--- src/rtl/pipeline_scoreboard.sv ---
// Register scoreboard: per-register countdown / unbounded flag, RAW/WAW stall, stall counter.
// Optional operand bypass on last-cycle results when SCOREBOARD_FWD_EN is defined.
module pipeline_scoreboard #(
  parameter int unsigned NUM_REGS   = 32,
  parameter int unsigned REG_ADDR_W = 5,
  parameter int unsigned LAT_W      = 4,
  parameter int unsigned CNT_W      = 32
) (
  input  logic                  clock,
  input  logic                  reset,
  input  logic                  issue_valid,
  output logic                  issue_ready,
  input  logic [6:0]            issue_opcode,
  input  logic [REG_ADDR_W-1:0] issue_rd,
  input  logic [REG_ADDR_W-1:0] issue_rs1,
  input  logic [REG_ADDR_W-1:0] issue_rs2,
  input  logic [LAT_W-1:0]      issue_lat,
  input  logic                  wb_valid,
  input  logic [REG_ADDR_W-1:0] wb_rd,
  output logic                  stall,
  output logic [NUM_REGS-1:0]   busy_vec,
  output logic                  fwd_rs1_hit,
  output logic                  fwd_rs2_hit,
  output logic [CNT_W-1:0]      stall_count
);

  localparam logic [6:0] OP_R      = 7'b0110011;
  localparam logic [6:0] OP_I      = 7'b0010011;
  localparam logic [6:0] OP_LOAD   = 7'b0000011;
  localparam logic [6:0] OP_STORE  = 7'b0100011;
  localparam logic [6:0] OP_BRANCH = 7'b1100011;
  localparam logic [6:0] OP_JALR   = 7'b1100111;
  localparam logic [6:0] OP_JAL    = 7'b1101111;
  localparam logic [6:0] OP_AUIPC  = 7'b0010111;
  localparam logic [6:0] OP_LUI    = 7'b0110111;

  logic [LAT_W-1:0]    cnt [NUM_REGS];
  logic [NUM_REGS-1:0] unb;

  logic uses_rs1, uses_rs2, writes_op, writes_rd;
  logic fwd_ok1, fwd_ok2;
  logic raw1, raw2, waw, hazard;
  logic fire_wr;

  // Operand usage decode
  always_comb begin
    uses_rs1  = 1'b0;
    uses_rs2  = 1'b0;
    writes_op = 1'b0;
    case (issue_opcode)
      OP_R: begin
        uses_rs1  = 1'b1;
        uses_rs2  = 1'b1;
        writes_op = 1'b1;
      end
      OP_I, OP_LOAD, OP_JALR: begin
        uses_rs1  = 1'b1;
        writes_op = 1'b1;
      end
      OP_STORE, OP_BRANCH: begin
        uses_rs1 = 1'b1;
        uses_rs2 = 1'b1;
      end
      OP_JAL, OP_AUIPC, OP_LUI: writes_op = 1'b1;
      default: ;
    endcase
  end

  assign writes_rd = writes_op & (issue_rd != '0);

  always_comb begin
    busy_vec[0] = 1'b0;
    for (int r = 1; r < NUM_REGS; r++) begin
      busy_vec[r] = (cnt[r] != '0) | unb[r];
    end
  end

`ifdef SCOREBOARD_FWD_EN
  // A bounded result in its final cycle is bypassed instead of stalling
  assign fwd_ok1     = (cnt[issue_rs1] == LAT_W'(1)) & ~unb[issue_rs1];
  assign fwd_ok2     = (cnt[issue_rs2] == LAT_W'(1)) & ~unb[issue_rs2];
  assign fwd_rs1_hit = issue_valid & uses_rs1 & (issue_rs1 != '0) & fwd_ok1;
  assign fwd_rs2_hit = issue_valid & uses_rs2 & (issue_rs2 != '0) & fwd_ok2;
`else
  assign fwd_ok1     = 1'b0;
  assign fwd_ok2     = 1'b0;
  assign fwd_rs1_hit = 1'b0;
  assign fwd_rs2_hit = 1'b0;
`endif

  assign raw1    = uses_rs1 & (issue_rs1 != '0) & busy_vec[issue_rs1] & ~fwd_ok1;
  assign raw2    = uses_rs2 & (issue_rs2 != '0) & busy_vec[issue_rs2] & ~fwd_ok2;
  assign waw     = writes_rd & busy_vec[issue_rd];
  assign hazard  = raw1 | raw2 | waw;

  assign stall       = issue_valid & hazard;
  assign issue_ready = ~hazard;
  assign fire_wr     = issue_valid & ~hazard & writes_rd;

  // Entry update: new issue beats same-cycle writeback, which beats countdown
  always_ff @(posedge clock) begin
    if (!reset) begin
      for (int r = 0; r < NUM_REGS; r++) begin
        cnt[r] <= '0;
      end
      unb <= '0;
    end else begin
      for (int r = 1; r < NUM_REGS; r++) begin
        if (fire_wr && (issue_rd == REG_ADDR_W'(r))) begin
          cnt[r] <= issue_lat;
          unb[r] <= (issue_lat == '0);
        end else if (wb_valid && (wb_rd == REG_ADDR_W'(r))) begin
          cnt[r] <= '0;
          unb[r] <= 1'b0;
        end else if (cnt[r] != '0) begin
          cnt[r] <= cnt[r] - LAT_W'(1);
        end
      end
    end
  end

  always_ff @(posedge clock) begin
    if (!reset) begin
      stall_count <= '0;
    end else if (stall && (stall_count != '1)) begin
      stall_count <= stall_count + CNT_W'(1);
    end
  end

endmodule

--- config.mk ---
export PLATFORM = sky130hd
export DESIGN_NAME = pipeline_scoreboard
export DESIGN_NICKNAME = d
export VERILOG_FILES = /design/src/rtl/pipeline_scoreboard.sv
export SDC_FILE = /design/constraint.sdc
export NUM_CORES = 1
export LEC_CHECK = 0
export CORE_MARGIN = 1.5
export CORE_UTILIZATION = 60
export CTS_BUF_LIST = sky130_fd_sc_hd__clkbuf_16
export DETAILED_ROUTE_END_ITERATION = 16
export PLACE_DENSITY = 0.82
export RECOVER_POWER = 25
export SYNTH_ARGS = -nofsm -noshare
export SYNTH_HDL_FRONTEND = slang
export SYNTH_SLANG_ARGS = --single-unit
export TNS_END_PERCENT = 1
--- constraint.sdc ---
create_clock -name clock -period 6.35 [get_ports clock]
set_clock_uncertainty 0.05 [all_clocks]
set_input_delay 0.635 -clock clock [delete_from_list [all_inputs] [get_ports clock]]
set_output_delay 0.635 -clock clock [all_outputs]
set_load 0.02 [all_outputs]
## Yosys cells after proc, flatten, opt, wreduce, memory -nomap -nowiden

Memory sizes are Yosys's and may differ from the RTL's.
Cells that the tools add are included.
W data, S select, Z words.

| word-level totals | value |
|---|---|
| input port bits | 35 |
| output and inout port bits | 68 |
| bits in registers | 63 |
| word-level logic and storage cells | 945 |
| RAM bits | 128 |
| memories | 1 |

| operators by class | value |
|---|---|
| equal/unequal tests | 72 |
| multiplexer cells | 537 |
| reduce and logical (&&, ||, !) cells | 132 |
| bitwise gates (word level) | 136 |
| $lt $le $gt $ge | 3 |
| $add $sub $neg | 32 |

Memory list:

| name | depth | bits a word | read ports | clocked after Yosys merged registers in | write ports | RTL line | RTL |
|---|---|---|---|---|---|---|---|
| cnt | 32 | 4 | 31 | 0 | 32 | 37 | `logic [LAT_W-1:0] cnt [NUM_REGS];` |

Operator list:

| cell | number |
|---|---|
| $mux W1 | 441 |
| $mux W4 | 93 |
| $eq A5 B5 Y1 const B | 32 |
| $or A1 B1 Y1 | 126 |
| $reduce_bool A4 Y1 | 31 |
| $sub A4 B1 Y4 const B | 31 |
| $eq A5 B4 Y1 const B | 16 |
| $logic_and A1 B1 Y1 | 63 |
| $reduce_bool A2 Y1 | 31 |
| $eq A5 B3 Y1 const B | 8 |
| $add A32 B1 Y32 const B | 1 |
| $ne A32 B32 Y1 const B | 1 |
| $eq A7 B6 Y1 const B | 3 |
| $eq A7 B7 Y1 const B | 3 |
| $eq A5 B2 Y1 const B | 4 |
| $lt A5 B6 Y1 const B | 3 |
| $bmux W1 S5 | 3 |
| $reduce_bool A5 Y1 | 3 |
| $eq A7 B5 Y1 const B | 2 |
| $eq A5 B1 Y1 const B | 2 |
| $and A1 B1 Y1 | 9 |
| $eq A7 B2 Y1 const B | 1 |
| $reduce_or A7 Y1 | 1 |
| $reduce_or A6 Y1 | 1 |
| 3 further kinds | 3 |

## Longest topological paths before layout

Gate-level depths: netlist (run 1).
An unclocked memory read counts as a cell.

| logic depth | value |
|---|---|
| depth in word-level cells | 18 |
| depth in mapped cells | 14 |

## Least setup slack after synthesis (run 1)

Ideal clock, no wire load.

| timing | value |
|---|---|
| kind | flip-flop to output port |
| start point | mem cnt[9][0], in the netlist cnt[0][36] |
| end point | out stall |
| required time | 5.665 ns |
| arrival time | 2.881 ns |
| cell stages (with the launch flop) | 11 |
| path buffers | 2 |
| setup slack | 2.784 ns |
| path through | edfxtp_1 > inv_1 > ha_1 > or4b_4 > mux4_2 > a211o_1 > a32o_1 > a221oi_2 > buf_4 > buf_6 > inv_1 |

RTL lines:

| item | RTL line | RTL |
|---|---|---|
| from (decl) | 37 |  |
| to (decl) | 20 | `output logic stall,` |

==> metrics, run 1 <==
Clk pwr share 0.175; post-route core utilization 0.7039; vias in the first global route 11,180; Slowest-stage cell, CP nor4b_1; initial drt markers 1,544; Design Power 6.038 mW; initial antenna violation count 0; worst hold slack 0.4116 ns; Async SR Flop Fraction 0; Final period util 0.8646; number of remaining DRC errors 0; most common cell after layout, fill and taps aside nand2_1; Worst path max stage delay 0.91 ns; critical path type reg -> out; Vias 11,950; dpl cell area 0.01383 sq mm; IO Count 103; post-synthesis compound-gate area fraction 0.1885; Mapped Area 0.01263 sq mm; Layout area overhead 13.85%; Final nets 1,596; share of power burned in registers 0.356; post-route cell area 0.01438 sq mm; post-DR wirelength/cell 21.58 microns; Fin Setup TNS 0 ns; run status finished clean; Via density 6.708; Sw Share 0.4063; clock sink total 187; DRT antenna net count 0; Diodes inserted 0; Hold WC Path Type reg -> reg; footprint of the multi-input gates 0.006992 sq mm; crit path max fanout 12; Port Buffer Count 99; largest net degree at the start of global routing 58; Fillers 1,625; relative slew slack 0.2394; number of enable flip-flop cells after synthesis 124; final WL 38,430 microns; Post-CTS Resized 0; yosys warns 0; Netlist cell types 77; Initial Utilization 0.6183; post-synthesis sequential area ratio 0.3946; critical path arrival 4.81 ns; share of cells above drive strength 1 0.05559; Max VDD drop 0.0002812 V; die width 148.1 microns; xor and xnor area share after synthesis 0.04299; gpl congestion 0.9771; post-synthesis adder-cell area fraction 0.06240; Cell Int Power 3.584 mW; Die H 148.1 microns; Clock Tree Buf Depth 2; Final min period 5.490 ns; CP endpoint kind primary output; Total GRT Usage 0.3501; row count 52; total of max-cap violations 0; post-CTS setup buffers 0; hold_buf cts 0; Mapped Cells 1,434; die area 0.02193 sq mm; core area 0.02043 sq mm; part of the power in combinational logic 0.469; Simple-Gate Fraction of Synth Area 0.2345; RSZ-0062 raised after global routing no; max frequency 182.1 MHz; most used flip-flop cell after synthesis edfxtp_1; FF/Latch Area 0.004985 sq mm; Net Switching 2.453 mW; crit start category flip-flop; clk root buf clkbuf_16; crit-path cells inv_1, ha_1, nor4b_1, inv_1, mux4_2, a211o_1, a32oi_1, o21a_1, o21a_1, clkdlybuf4s50_1; Skew-Pair Late Insertion Delay 0.45 ns; final hold vios 0; Post-DP HPWL 26,890 microns; endpoints failing setup 0; total CTS buffers 17; critical path data required time 5.66 ns; P per Cell Area 419.8 mW/mm^2; H-tree Lvls 4; Pre-antenna DRT Iters 6; post-synthesis mux area share 0.02139; first-pass GRT wire length 59,820 microns; worst slew pin tran 1.125 ns; TritonCTS clock tree done; syn_area_per_cell 8.809 sq um; largest family of logic cells by synthesized area simple AND/OR/NAND/NOR gates; Slew Limit Fails 0; most frequent cells in the layout nand2_1 (164), edfxtp_1 (124), nor2_1 (114); Leakage 5.122 nW; post-synthesis register bit count 187; clock slew at reported path FFs 0.07 ns; Overflow after GRT 0
## path summary, 6_finish.rpt
path	startpoint	end	slack [ns]	cells past startpoint
setup / recovery	cnt[0][44]	issue_ready	0.86	10
hold / removal	unb[5]	unb[5]	0.41	2
setup reg to reg	cnt[0][44]	cnt[0][10]	1.42	11
hold reg to reg	unb[5]	unb[5]	0.41	2
## per-layer routing
metal | vias up | track usage | share of wire
met1 | 5624 | 0.4664 | 0.39
met3 | 129 | 0.07515 | 0.11
met2 | 706 | 0.5432 | 0.45
met4 | 0 | 0.1723 | 0.045
li1 | 5488 | - | -
met5 | - | 0 | 0
## final cells by class
cell class | instances | area share
timing repair buffer | 123 | 0.08030
clock buffer | 17 | 0.02958
multi-input combinational | 1077 | 0.4862
inverter | 92 | 0.02401
clock inverter | 15 | 0.009831
sequential | 187 | 0.3466
tap | 270 | 0.02349
## kinds of logic after synthesis
family | after synthesis
compound gates | 349
xor+xnor | 62
fa+ha+maj | 63
buf+inv | 172
flops | 187
mux | 23
other cells | 1
simple gates | 577
## power groups by stage
| stage | Combinational [mW] | Sequential, mW | Clock (mW) |
|---|---|---|---|
| 6_report | 2.83 | 2.15 | 1.05 |
| 3_3_place_gp | 2.71 | 2.14 | 0 |
| 5_1_grt | 3.10 | 2.20 | 1.10 |
| 2_1_floorplan | 1.93 | 2.08 | 0 |
| 3_5_place_dp | 2.80 | 2.16 | 0 |
| 4_1_cts | 2.83 | 2.14 | 1.06 |
## flip-flops by register name (all words and copies together), names as in the netlist
register and cells:
stall_count 32, unb 31, cnt 124
## critical path: cells and delay by family (launching register included)
family / cells / cell delay [ns]
AOI/OAI and AO/OA: 4 / 1.43
adders and majority gates: 1 / 0.17
muxes: 1 / 0.51
and+or+nand+nor: 1 / 0.91
buffers and inverters: 3 / 0.93
DFF: 1 / 0.41
## through the flow
step,std cells,worst slack [ns]
after floorplan,1436,2.784
after global placement,1749,1.540
after detailed placement,1749,1.443
after CTS,1781,1.375
after global routing,1781,0.7034
final,1781,0.8597
## cell usage after synthesis, types with 15 or more instances
cell | n | area [sq um]
a21oi_1 | 57 | 285.3
xor2_1 | 16 | 140.1
inv_1 | 91 | 341.6
a211oi_1 | 16 | 120.1
nand2b_1 | 27 | 168.9
nand2_1 | 164 | 615.6
o21ai_1 | 16 | 80.08
o31ai_1 | 43 | 322.8
o22ai_1 | 73 | 456.7
ha_1 | 63 | 788.3
clkbuf_1 | 58 | 217.7
nor2b_1 | 18 | 112.6
nand3_1 | 66 | 330.3
mux2i_1 | 18 | 180.2
o32ai_1 | 17 | 148.9
dfxtp_1 | 63 | 1261
or4_1 | 15 | 112.6
edfxtp_1 | 124 | 3724
o21ai_0 | 26 | 130.1
nor4b_1 | 21 | 183.9
nand4_1 | 17 | 106.4
xnor2_1 | 46 | 402.9
a31oi_1 | 18 | 112.6
nor2_1 | 114 | 427.9
nor3_1 | 49 | 245.2
Note: power is estimated with default switching activity, not from simulation.
==> inputs of run 2 (changes only) <==
--- a/config.mk
+++ b/config.mk
@@ -11,6 +11,7 @@
 export DETAILED_ROUTE_END_ITERATION = 16
 export PLACE_DENSITY = 0.82
 export RECOVER_POWER = 25
+export SKIP_LAST_GASP = 1
 export SYNTH_ARGS = -nofsm -noshare
 export SYNTH_HDL_FRONTEND = slang
 export SYNTH_SLANG_ARGS = --single-unit
==> results of run 2 <==
The final DEF is identical to that of run 1; final timing and power are the same.
==> inputs of run 3 (changes only) <==
--- a/config.mk
+++ b/config.mk
@@ -5,10 +5,12 @@
 export SDC_FILE = /design/constraint.sdc
 export NUM_CORES = 1
 export LEC_CHECK = 0
+export CAP_MARGIN = 20
 export CORE_MARGIN = 1.5
 export CORE_UTILIZATION = 60
 export CTS_BUF_LIST = sky130_fd_sc_hd__clkbuf_16
 export DETAILED_ROUTE_END_ITERATION = 16
+export HOLD_SLACK_MARGIN = 0.05
 export PLACE_DENSITY = 0.82
 export RECOVER_POWER = 25
 export SKIP_LAST_GASP = 1
==> results of run 3 <==
The final DEF is identical to that of run 1; final timing and power are the same.
==> RTL change: new RTL, config.mk and constraints of run 3 <==
The option `SCOREBOARD_FWD_EN` is turned on by a define.
--- a/src/rtl/pipeline_scoreboard.sv
+++ b/src/rtl/pipeline_scoreboard.sv
@@ -1,4 +1,6 @@
 // Register scoreboard: per-register countdown / unbounded flag, RAW/WAW stall, stall counter.
 // Optional operand bypass on last-cycle results when SCOREBOARD_FWD_EN is defined.
+`define SCOREBOARD_FWD_EN
+
 module pipeline_scoreboard #(
   parameter int unsigned NUM_REGS   = 32,
Function: changed (a bounded check fails within 4 cycles, from zero or initial values and one cycle with reset low).
==> RTL change against run 3 <==
The run now ends with max-capacitance violations, max-slew violations left. Non-clock buffer count increased by 6. Total power grew 8.8%. Sequential cell count unchanged. Register-to-register slack got worse by 0.33 ns. Wire length rose by 22%. Design area is 8.0% higher. First-iteration DRC count up 11%. Setup slack worse by 0.26 ns. Critical path depth is 1 higher. Worst hold slack improved by 0.0067 ns. Area after synthesis up 9.1%.
==> RTL change: results (changes against run 3) <==
Crit path to = stall
Hold EP = unb[13]
R2R Setup Slk = 1.09 ns (-0.33 ns)
Root buffer cell = clkbuf_16
Maximum vdd drop = 0.253 mV (-10%)
Max_cap viols = 1 (+1)
Leak Pwr = 5.55 nW (+8.4%)
Critical Path Slowest Stage Cell = clkdlybuf4s50_1
Pre-CTS setup slack = 0.943 ns (-0.500 ns)
Commonest cells post-synth = nand2_1 (160), nor2_1 (153), edfxtp_1 (124)
Hold WS = 0.418 ns (+0.00672 ns)
Wirelength per Cell = 23.6 µm (+9.4%)
Top Family by Delay on Critical Path = buffers and inverters
Ys flop type = edfxtp_1
Hold_sp = unb[13]
Layout fillers = 1800 (+11%)
Start point of the critical path = issue_rs2[1]
Largest net degree at the start of global routing = 63 (+8.6%)
CP arrival = 5.06 ns (+0.25 ns)
Seq/Total Area, Yosys = 36.2% (-3.3 points)
Relative slew slack = -1.28% (-25 points)
Crit path time final = 5.75 ns (+0.259 ns)
First-pass DRT Iterations = 6 (unchanged)
Post-CTS Setup Bufs = 0 (unchanged)
Violated checks = max-capacitance violations, max-slew violations
Netlist cell types = 75 (-2.6%)
Crit Path Max Fanout = 20 (+8)
Vias in the first global route = 12900 (+16%)
Share of cells above drive strength 1 = 5.51% (-0.049 points)
Placed cell area = 15000 µm² (+8.3%)
Global placer's final weighted congestion = 1.07 (+9.6%)
DRT iter0 DRCs = 1716 (+11%)
Synth Area in XOR/XNOR = 3.88% (-0.42 points)
Adder-Cell Fraction of Synth Area = 5.72% (-0.52 points)
Reg2reg end = cnt[30][1]
Mux contribution to synthesized area = 4.94% (+2.8 points)
CP peak stage delay = 0.88 ns (-0.03 ns)
Clock transition at path regs = 0.07 ns (about the same)
First-pass GRT wire length = 72000 µm (+20%)
Complex-gate fraction of the synthesized area = 17.9% (-0.99 points)
Outcome = finished, violations left
All-Layer GR Usage = 39.1% (+4.1 points)
Placed insts = 1954 (+12%)
Cell Count, Final, Fillers Out = 1991 (+12%)
Largest cells by area after synthesis = edfxtp_1 (27%), dfxtp_1 (9.2%), ha_1 (5.7%), nand2_1 (4.4%), o21ai_0 (4.2%)
Via/cell ratio = 7.02 (+4.6%)
# diodes = 0 (unchanged)
R2R cell count = 12 (+1)
Initial antenna violation count = 1 (+1)
Max-slew violation count = 8 (+8)
Nets = 1791 (+12%)
Port buffer count = 101 (+2.0%)
Avg Cell Area, Syn = 8.45 µm² (-4.1%)
Post-detail-place hpwl = 33800 µm (+26%)
Clk buf depth = 2 (unchanged)
RR Startpoint = cnt[25][0]
RTL change: cell count changes in the layout (fill, tap and decap cells not counted), sizes merged, moves of 21 or more:
cell / delta
a31oi: +25
nand4: +21
nor2: +39
nor3: +36
o21ai: +81
o22ai: -50
RTL change: report_power, final:
group / leakage, nW / switching, mW / internal, mW
Clock: 0.276 / 0.513 / 0.540
Sequential: 1.90 / 0.409 / 1.84
Combinational: 3.38 / 1.90 / 1.36
Total: 5.55 / 2.82 / 3.75
RTL change: final cells by class:
class                      instances  area, µm²  area share, %
clock inverter                    15        123          0.790
timing repair buffer             129       1200           7.73
inverter                         104        390           2.51
tap                              285        357           2.30
clock buffer                      17        425           2.74
multi-input combinational       1254       8050           51.8
sequential                       187       4980           32.1
RTL change: per-layer routing:
metal  part of all wire, %  vias up  track usage [%]
met4                   5.7        0             22.5
met2                    44     1115             59.8
met1                    36     6413             50.8
li1                      -     6215                -
met3                    14      227             9.78
met5                     0        -                0
